## config.mk

```make
export PLATFORM = sky130hd
export DESIGN_NAME = vga_timing_gen_flat
export DESIGN_NICKNAME = d
export VERILOG_FILES = /design/src/rtl/vga_pkg.sv /design/src/rtl/vga_if.sv /design/src/rtl/vga_delay_line.sv /design/src/rtl/vga_param_chk.sv /design/src/rtl/vga_timing_gen.sv /design/src/flat_wrapper.sv
export SDC_FILE = /design/constraint.sdc
export NUM_CORES = 1
export LEC_CHECK = 0
export CORE_MARGIN = 10
export CORE_UTILIZATION = 30
export DETAILED_ROUTE_END_ITERATION = 8
export PLACE_DENSITY = 0.5
export SYNTH_ARGS = -nofsm -noshare
export SYNTH_HDL_FRONTEND = slang
export SYNTH_HIERARCHICAL = 1
export SYNTH_SLANG_ARGS = --single-unit
```

## constraint.sdc

```tcl
create_clock -name vga_clk -period 2.6 [get_ports vga_clk]
set_input_delay 0.39 -clock vga_clk [delete_from_list [all_inputs] [get_ports vga_clk]]
set_output_delay 0.39 -clock vga_clk [all_outputs]
set_load 0.005 [all_outputs]
```

## src/rtl/vga_pkg.sv

```systemverilog
// Default 640x480@60 raster timing shared by the VGA timing generator and its renderers.
package vga_pkg;

  typedef logic [9:0] coord_t;

  localparam int H_VISIBLE_DEF = 640;
  localparam int H_FRONT_DEF   = 16;
  localparam int H_SYNC_DEF    = 96;
  localparam int H_BACK_DEF    = 48;
  localparam int V_VISIBLE_DEF = 480;
  localparam int V_FRONT_DEF   = 10;
  localparam int V_SYNC_DEF    = 2;
  localparam int V_BACK_DEF    = 33;

  localparam int H_TOTAL_DEF = H_VISIBLE_DEF + H_FRONT_DEF + H_SYNC_DEF + H_BACK_DEF;
  localparam int V_TOTAL_DEF = V_VISIBLE_DEF + V_FRONT_DEF + V_SYNC_DEF + V_BACK_DEF;

  // Sync pulse spans are half-open: [start, end)
  localparam int HS_START_DEF = H_VISIBLE_DEF + H_FRONT_DEF;
  localparam int HS_END_DEF   = HS_START_DEF + H_SYNC_DEF;
  localparam int VS_START_DEF = V_VISIBLE_DEF + V_FRONT_DEF;
  localparam int VS_END_DEF   = VS_START_DEF + V_SYNC_DEF;

endpackage

```

## src/rtl/vga_if.sv

```systemverilog
// Raster outputs of the timing generator as seen by renderers.
interface vga_if;
  import vga_pkg::*;

  coord_t      DrawX;
  coord_t      DrawY;
  logic        blank;
  logic        hs;
  logic        vs;
  logic        line_start;
  logic        frame_start;
  logic [15:0] frame_count;

  modport master (
    output DrawX, DrawY, blank, hs, vs, line_start, frame_start, frame_count
  );

  modport slave (
    input DrawX, DrawY, blank, hs, vs, line_start, frame_start, frame_count
  );
endinterface

```

## src/rtl/vga_delay_line.sv

```systemverilog
// Resettable shift register that aligns sync/blank with registered renderer colour.
module vga_delay_line #(
  parameter int               WIDTH     = 1,
  parameter int               DEPTH     = 1,
  parameter logic [WIDTH-1:0] RESET_VAL = {WIDTH{1'b0}}
) (
  input  logic             clk,
  input  logic             reset,
  input  logic [WIDTH-1:0] din,
  output logic [WIDTH-1:0] dout
);

  if (DEPTH == 0) begin : g_pass
    logic unused_s;
    assign unused_s = clk ^ reset;
    assign dout     = din;
  end else begin : g_shift
    logic [WIDTH-1:0] stage_r [DEPTH];

    // Shift one stage per clock; reset flushes every stage to the inactive pattern
    always_ff @(posedge clk) begin
      if (reset) begin
        for (int i = 0; i < DEPTH; i++) begin
          stage_r[i] <= RESET_VAL;
        end
      end else begin
        stage_r[0] <= din;
        for (int i = 1; i < DEPTH; i++) begin
          stage_r[i] <= stage_r[i-1];
        end
      end
    end

    assign dout = stage_r[DEPTH-1];
  end

endmodule

```

## src/rtl/vga_param_chk.sv

```systemverilog
// Elaboration-time sanity checks on the raster geometry and sync delay.
module vga_param_chk #(
  parameter int H_TOTAL    = 800,
  parameter int V_TOTAL    = 525,
  parameter int SYNC_DELAY = 1
) ();

  if (H_TOTAL > 1024) begin : g_h_total_err
    $error("vga_param_chk: H_TOTAL exceeds 10-bit counter range");
  end

  if (V_TOTAL > 1024) begin : g_v_total_err
    $error("vga_param_chk: V_TOTAL exceeds 10-bit counter range");
  end

  if ((SYNC_DELAY < 0) || (SYNC_DELAY > 4)) begin : g_delay_err
    $error("vga_param_chk: SYNC_DELAY outside 0..4");
  end

endmodule

```

## src/rtl/vga_timing_gen.sv

```systemverilog
// Raster counters, sync/blank decode and frame counter for palettized renderers.
module vga_timing_gen
  import vga_pkg::*;
#(
  parameter int H_VISIBLE  = H_VISIBLE_DEF,
  parameter int H_FRONT    = H_FRONT_DEF,
  parameter int H_SYNC     = H_SYNC_DEF,
  parameter int H_BACK     = H_BACK_DEF,
  parameter int V_VISIBLE  = V_VISIBLE_DEF,
  parameter int V_FRONT    = V_FRONT_DEF,
  parameter int V_SYNC     = V_SYNC_DEF,
  parameter int V_BACK     = V_BACK_DEF,
  parameter int SYNC_DELAY = 1
) (
  input  logic  vga_clk,
  input  logic  reset,
  vga_if.master vga
);

  localparam int H_TOTAL = H_VISIBLE + H_FRONT + H_SYNC + H_BACK;
  localparam int V_TOTAL = V_VISIBLE + V_FRONT + V_SYNC + V_BACK;

  localparam coord_t H_LAST_C   = coord_t'(H_TOTAL - 1);
  localparam coord_t V_LAST_C   = coord_t'(V_TOTAL - 1);
  localparam coord_t H_VIS_C    = coord_t'(H_VISIBLE);
  localparam coord_t V_VIS_C    = coord_t'(V_VISIBLE);
  localparam coord_t HS_START_C = coord_t'(H_VISIBLE + H_FRONT);
  localparam coord_t HS_END_C   = coord_t'(H_VISIBLE + H_FRONT + H_SYNC);
  localparam coord_t VS_START_C = coord_t'(V_VISIBLE + V_FRONT);
  localparam coord_t VS_END_C   = coord_t'(V_VISIBLE + V_FRONT + V_SYNC);

  vga_param_chk #(
    .H_TOTAL    (H_TOTAL),
    .V_TOTAL    (V_TOTAL),
    .SYNC_DELAY (SYNC_DELAY)
  ) u_param_chk ();

  coord_t      hc_r;
  coord_t      vc_r;
  logic [15:0] frame_count_r;
  logic        h_wrap_s;
  logic        vis_s;
  logic        hs_raw_s;
  logic        vs_raw_s;
  logic [2:0]  sync_dly_s;

  assign h_wrap_s = (hc_r == H_LAST_C);

  // Pixel/line counters; vc and frame_count advance only on the hc wrap edge
  always_ff @(posedge vga_clk) begin
    if (reset) begin
      hc_r          <= 10'd0;
      vc_r          <= 10'd0;
      frame_count_r <= 16'd0;
    end else if (h_wrap_s) begin
      hc_r <= 10'd0;
      if (vc_r == V_LAST_C) begin
        vc_r          <= 10'd0;
        frame_count_r <= frame_count_r + 16'd1;
      end else begin
        vc_r          <= vc_r + 10'd1;
        frame_count_r <= frame_count_r;
      end
    end else begin
      hc_r          <= hc_r + 10'd1;
      vc_r          <= vc_r;
      frame_count_r <= frame_count_r;
    end
  end

  // Undelayed decode of the registered counters
  always_comb begin
    vis_s    = (hc_r < H_VIS_C) && (vc_r < V_VIS_C);
    hs_raw_s = !((hc_r >= HS_START_C) && (hc_r < HS_END_C));
    vs_raw_s = !((vc_r >= VS_START_C) && (vc_r < VS_END_C));
  end

  vga_delay_line #(
    .WIDTH     (3),
    .DEPTH     (SYNC_DELAY),
    .RESET_VAL (3'b011)
  ) u_sync_dly (
    .clk   (vga_clk),
    .reset (reset),
    .din   ({vis_s, hs_raw_s, vs_raw_s}),
    .dout  (sync_dly_s)
  );

  assign vga.DrawX       = hc_r;
  assign vga.DrawY       = vc_r;
  assign vga.blank       = sync_dly_s[2];
  assign vga.hs          = sync_dly_s[1];
  assign vga.vs          = sync_dly_s[0];
  assign vga.line_start  = (hc_r == 10'd0);
  assign vga.frame_start = (hc_r == 10'd0) && (vc_r == 10'd0);
  assign vga.frame_count = frame_count_r;

endmodule
```

## src/flat_wrapper.sv

```systemverilog
// flat-port wrapper written by rule: the top's interface ports become plain ports
module vga_timing_gen_flat import vga_pkg::*;
#(
  parameter int H_VISIBLE  = H_VISIBLE_DEF,
  parameter int H_FRONT    = H_FRONT_DEF,
  parameter int H_SYNC     = H_SYNC_DEF,
  parameter int H_BACK     = H_BACK_DEF,
  parameter int V_VISIBLE  = V_VISIBLE_DEF,
  parameter int V_FRONT    = V_FRONT_DEF,
  parameter int V_SYNC     = V_SYNC_DEF,
  parameter int V_BACK     = V_BACK_DEF,
  parameter int SYNC_DELAY = 1
)
  (vga_clk, reset, vga_DrawX, vga_DrawY, vga_blank, vga_hs, vga_vs, vga_line_start, vga_frame_start, vga_frame_count);
  vga_if vga_i ();
  input  logic vga_clk;
  input  logic reset;
  output wire logic [$bits(vga_i.DrawX)-1:0] vga_DrawX;
  output wire logic [$bits(vga_i.DrawY)-1:0] vga_DrawY;
  output wire logic [$bits(vga_i.blank)-1:0] vga_blank;
  output wire logic [$bits(vga_i.hs)-1:0] vga_hs;
  output wire logic [$bits(vga_i.vs)-1:0] vga_vs;
  output wire logic [$bits(vga_i.line_start)-1:0] vga_line_start;
  output wire logic [$bits(vga_i.frame_start)-1:0] vga_frame_start;
  output wire logic [$bits(vga_i.frame_count)-1:0] vga_frame_count;
  assign vga_DrawX = vga_i.DrawX;
  assign vga_DrawY = vga_i.DrawY;
  assign vga_blank = vga_i.blank;
  assign vga_hs = vga_i.hs;
  assign vga_vs = vga_i.vs;
  assign vga_line_start = vga_i.line_start;
  assign vga_frame_start = vga_i.frame_start;
  assign vga_frame_count = vga_i.frame_count;
  vga_timing_gen #(.H_VISIBLE(H_VISIBLE), .H_FRONT(H_FRONT), .H_SYNC(H_SYNC), .H_BACK(H_BACK), .V_VISIBLE(V_VISIBLE), .V_FRONT(V_FRONT), .V_SYNC(V_SYNC), .V_BACK(V_BACK), .SYNC_DELAY(SYNC_DELAY)) u_core (.vga_clk(vga_clk), .reset(reset), .vga(vga_i));
endmodule
```

==> flow_summary.json <==
{
  "dieArea_um2": 9730,
  "holdBufCountCts": 0,
  "n_antenna_cell": 0,
  "dpl.hpwl_um": 3470,
  "post_cts_resized": 0,
  "grt_pass1_wl_um": 7890,
  "synth_cells": 215,
  "clock_skew_ns": 0.0144,
  "grt_setup_unrepaired": "no",
  "crit_path_top_delay_cell": "clkdlybuf4s50_1",
  "initial_utilization_pct": 31.1,
  "rows": 28,
  "dp.cells": 330,
  "crit_arrival_ns": 2.04,
  "clockRootBuffer": "clkbuf_8",
  "fin_crit_ns": 2.43,
  "ys_types": 33,
  "grt_pass1_vias": 1557,
  "fin_tns_setup_ns": 0,
  "hold_viol": 0,
  "instances_no_fill": 338,
  "cp_common_cell": "and4_1",
  "first_pass_iters": 4,
  "crit_chain": "or2_2, nor3_1, and4_1, and4_1, clkdlybuf4s50_1",
  "required_ns": 2.21,
  "cts_tree": "done",
  "reg2reg_depth": 6,
  "worst_pin_slew_ns": 0.550,
  "synth_area_per_cell_um2": 8.62,
  "crit_path_end_kind": "primary output",
  "ys_seq_elements": 39,
  "cts_made_buffers": 5,
  "cp_max_fo": 8,
  "fmax_mhz": 411,
  "cts_sinks": 39,
  "clk_latency_ns": 0.30,
  "yosys_warnings": 6,
  "routedWlPerCell_um": 13.9,
  "synth_nets": 222,
  "cp-start-kind": "flop",
  "route.detailed.drc": 0,
  "cts_max_level": 2,
  "antenna_found_initial": 0,
  "worst-setup-path-type": "reg -> out",
  "grt_overflow": 0,
  "cts_setup_buffers": 0,
  "die_w_um": 98.6,
  "place_congestion": 0.788,
  "viasPerCell": 4.72,
  "io_buffers": 42,
  "drive_gt1_share_pct": 7.60,
  "drt-initial-drc-count": 63,
  "status": "completed",
  "fin_crit_sh_pct": 93.6,
  "syn_area_um2": 1850,
  "power.density_nw_per_um2": 470,
  "setup_viol": 0,
  "max-cap-violations": 0,
  "leakage_uw": 0.000897,
  "io_pins": 43,
  "finalWirelength_um": 4680,
  "min_path_type": "reg -> reg",
  "cts_buffer_depth": 2,
  "hold_depth": 1,
  "slowest_delay_ns": 0.51,
  "finalMaxSlewViolations": 0,
  "track_usage_pct": 9.74,
  "die_y_um": 98.6,
  "finalNetCount": 269,
  "clk_pin_slew_ns": 0.08,
  "max_slew_margin_pct": 63.2,
  "area_delta_synth_final_pct": 33.9,
  "grt_max_degree": 16,
  "synth-seq-area-share_pct": 42.1,
  "drtAntennaViolNets": 0,
  "irDropWorstVdd_mv": 0.224,
  "core_area_um2": 5960,
  "via_count": 1594
}
==> critical path, delay by kind of cell (launching register included) <==
family	cells	cell delay [ns]
and+or+nand+nor	4	0.88
DFF	1	0.37
buffers and inverters	1	0.51
==> metal layers <==
| metal | GRT usage [%] | up-vias | part of all wire [%] |
|---|---|---|---|
| met5 | 0 | - | 0 |
| met4 | 3.64 | 0 | 1.4 |
| met3 | 3.84 | 7 | 6.6 |
| met2 | 15.0 | 30 | 45 |
| met1 | 12.0 | 731 | 47 |
| li1 | - | 826 | - |
==> cells in the mapped netlist <==
cell type	n	share of area, %
or3b_1	1	0.47
or4_4	1	0.61
clkbuf_1	4	0.81
nand2_1	10	2.0
nor2b_1	3	1.0
xnor2_1	13	6.1
nand3b_1	1	0.41
nor3b_1	1	0.41
nand4b_1	1	0.47
buf_2	2	0.54
nor4_2	1	0.67
a221oi_1	1	0.47
ha_1	5	3.4
or2_1	2	0.67
nor4_1	8	2.7
and3_1	10	3.4
nor2_1	38	7.7
nand3_1	16	4.3
buf_6	1	0.61
nor3_1	5	1.3
or2b_1	1	0.41
or2_2	2	0.67
nor4bb_1	1	0.54
dfxtp_1	39	42
a21oi_1	3	0.81
mux2_2	1	0.61
and2_1	2	0.67
nand4_1	10	3.4
o21ai_0	2	0.54
nor4_4	1	1.1
xor2_1	17	8.0
inv_1	10	2.0
and4_1	2	0.94
==> area by class of cell <==
type	instances	area, um^2
inverter	10	37.5
fill	634	3470
multi-input combinational	159	1000
timing repair buffer	47	458
clock inverter	3	43.8
sequential	39	782
clock buffer	5	68.8
tap	75	93.8
==> state kept, by name, indices dropped and copies added (netlist names) <==
signal	flops
u_core/u_sync_dly/g_shift.stage_r	3
u_core/vga.frame_count	16
u_core/vga.DrawX	10
u_core/vga.DrawY	10
==> placed cells by master, fill, tap and decap left out, types with 2 or more instances in the layout <==
master / n
a21oi_1: 3
and2_1: 2
and3_1: 10
and4_1: 2
buf_4: 5
clkbuf_8: 5
clkdlybuf4s50_1: 42
dfxtp_1: 38
ha_1: 5
inv_1: 10
nand2_1: 10
nand3_1: 16
nand4_1: 10
nor2_1: 38
nor2b_1: 3
nor3_1: 5
nor4_1: 8
o21ai_0: 2
or2_1: 2
or2_2: 2
xnor2_1: 13
xor2_1: 17
==> final timing paths <==
check | startpoint | to | slack (ns)
setup / recovery | u_core/vga.DrawX[7] | vga_frame_start | 0.17
hold / removal | u_core/vga.DrawX[0] | u_core/vga.DrawX[0] | 0.49
setup reg to reg | u_core/vga.DrawX[0] | u_core/vga.frame_count[15] | 0.35
hold reg to reg | u_core/vga.DrawX[0] | u_core/vga.DrawX[0] | 0.49
==> report_power, final <==
part	total (uW)	leakage, uW	internal (uW)	switching [uW]
sequential	607	0.000316	601	5.92
combinational	49.7	0.000523	26.1	23.6
clock	511	0.0000581	286	225
==> through the flow <==
| step | hold slack, ns | cell area (um^2) | total power (uW) | setup slack (ns) | utilization, % |
|---|---|---|---|---|---|
| final | 0.491 | 2480 | 1170 | 0.167 | 41.7 |
| after global routing | 0.530 | 2480 | 1220 | 0.0511 | 41.7 |
| after CTS | 0.490 | 2480 | 1190 | 0.0807 | 41.7 |
| after detailed placement | 0.468 | 2370 | 672 | 0.413 | 39.8 |
| after global placement | 0.457 | 2370 | 674 | 0.419 | 39.8 |
| after floorplan | 0.455 | 1850 | 643 | 0.583 | - |
==> cell families (layout without fill, tap and decap cells) <==
kind of cell	Yosys count	in the layout	share of synthesized area, %
simple gates	117	117	33.9
flops	39	39	42.1
xor+xnor	30	30	14.2
buf+inv	17	65	3.98
compound gates	6	6	1.82
fa+ha+maj	5	5	3.37
mux	1	1	0.607
No activity file was read; power rests on OpenSTA's default activity.
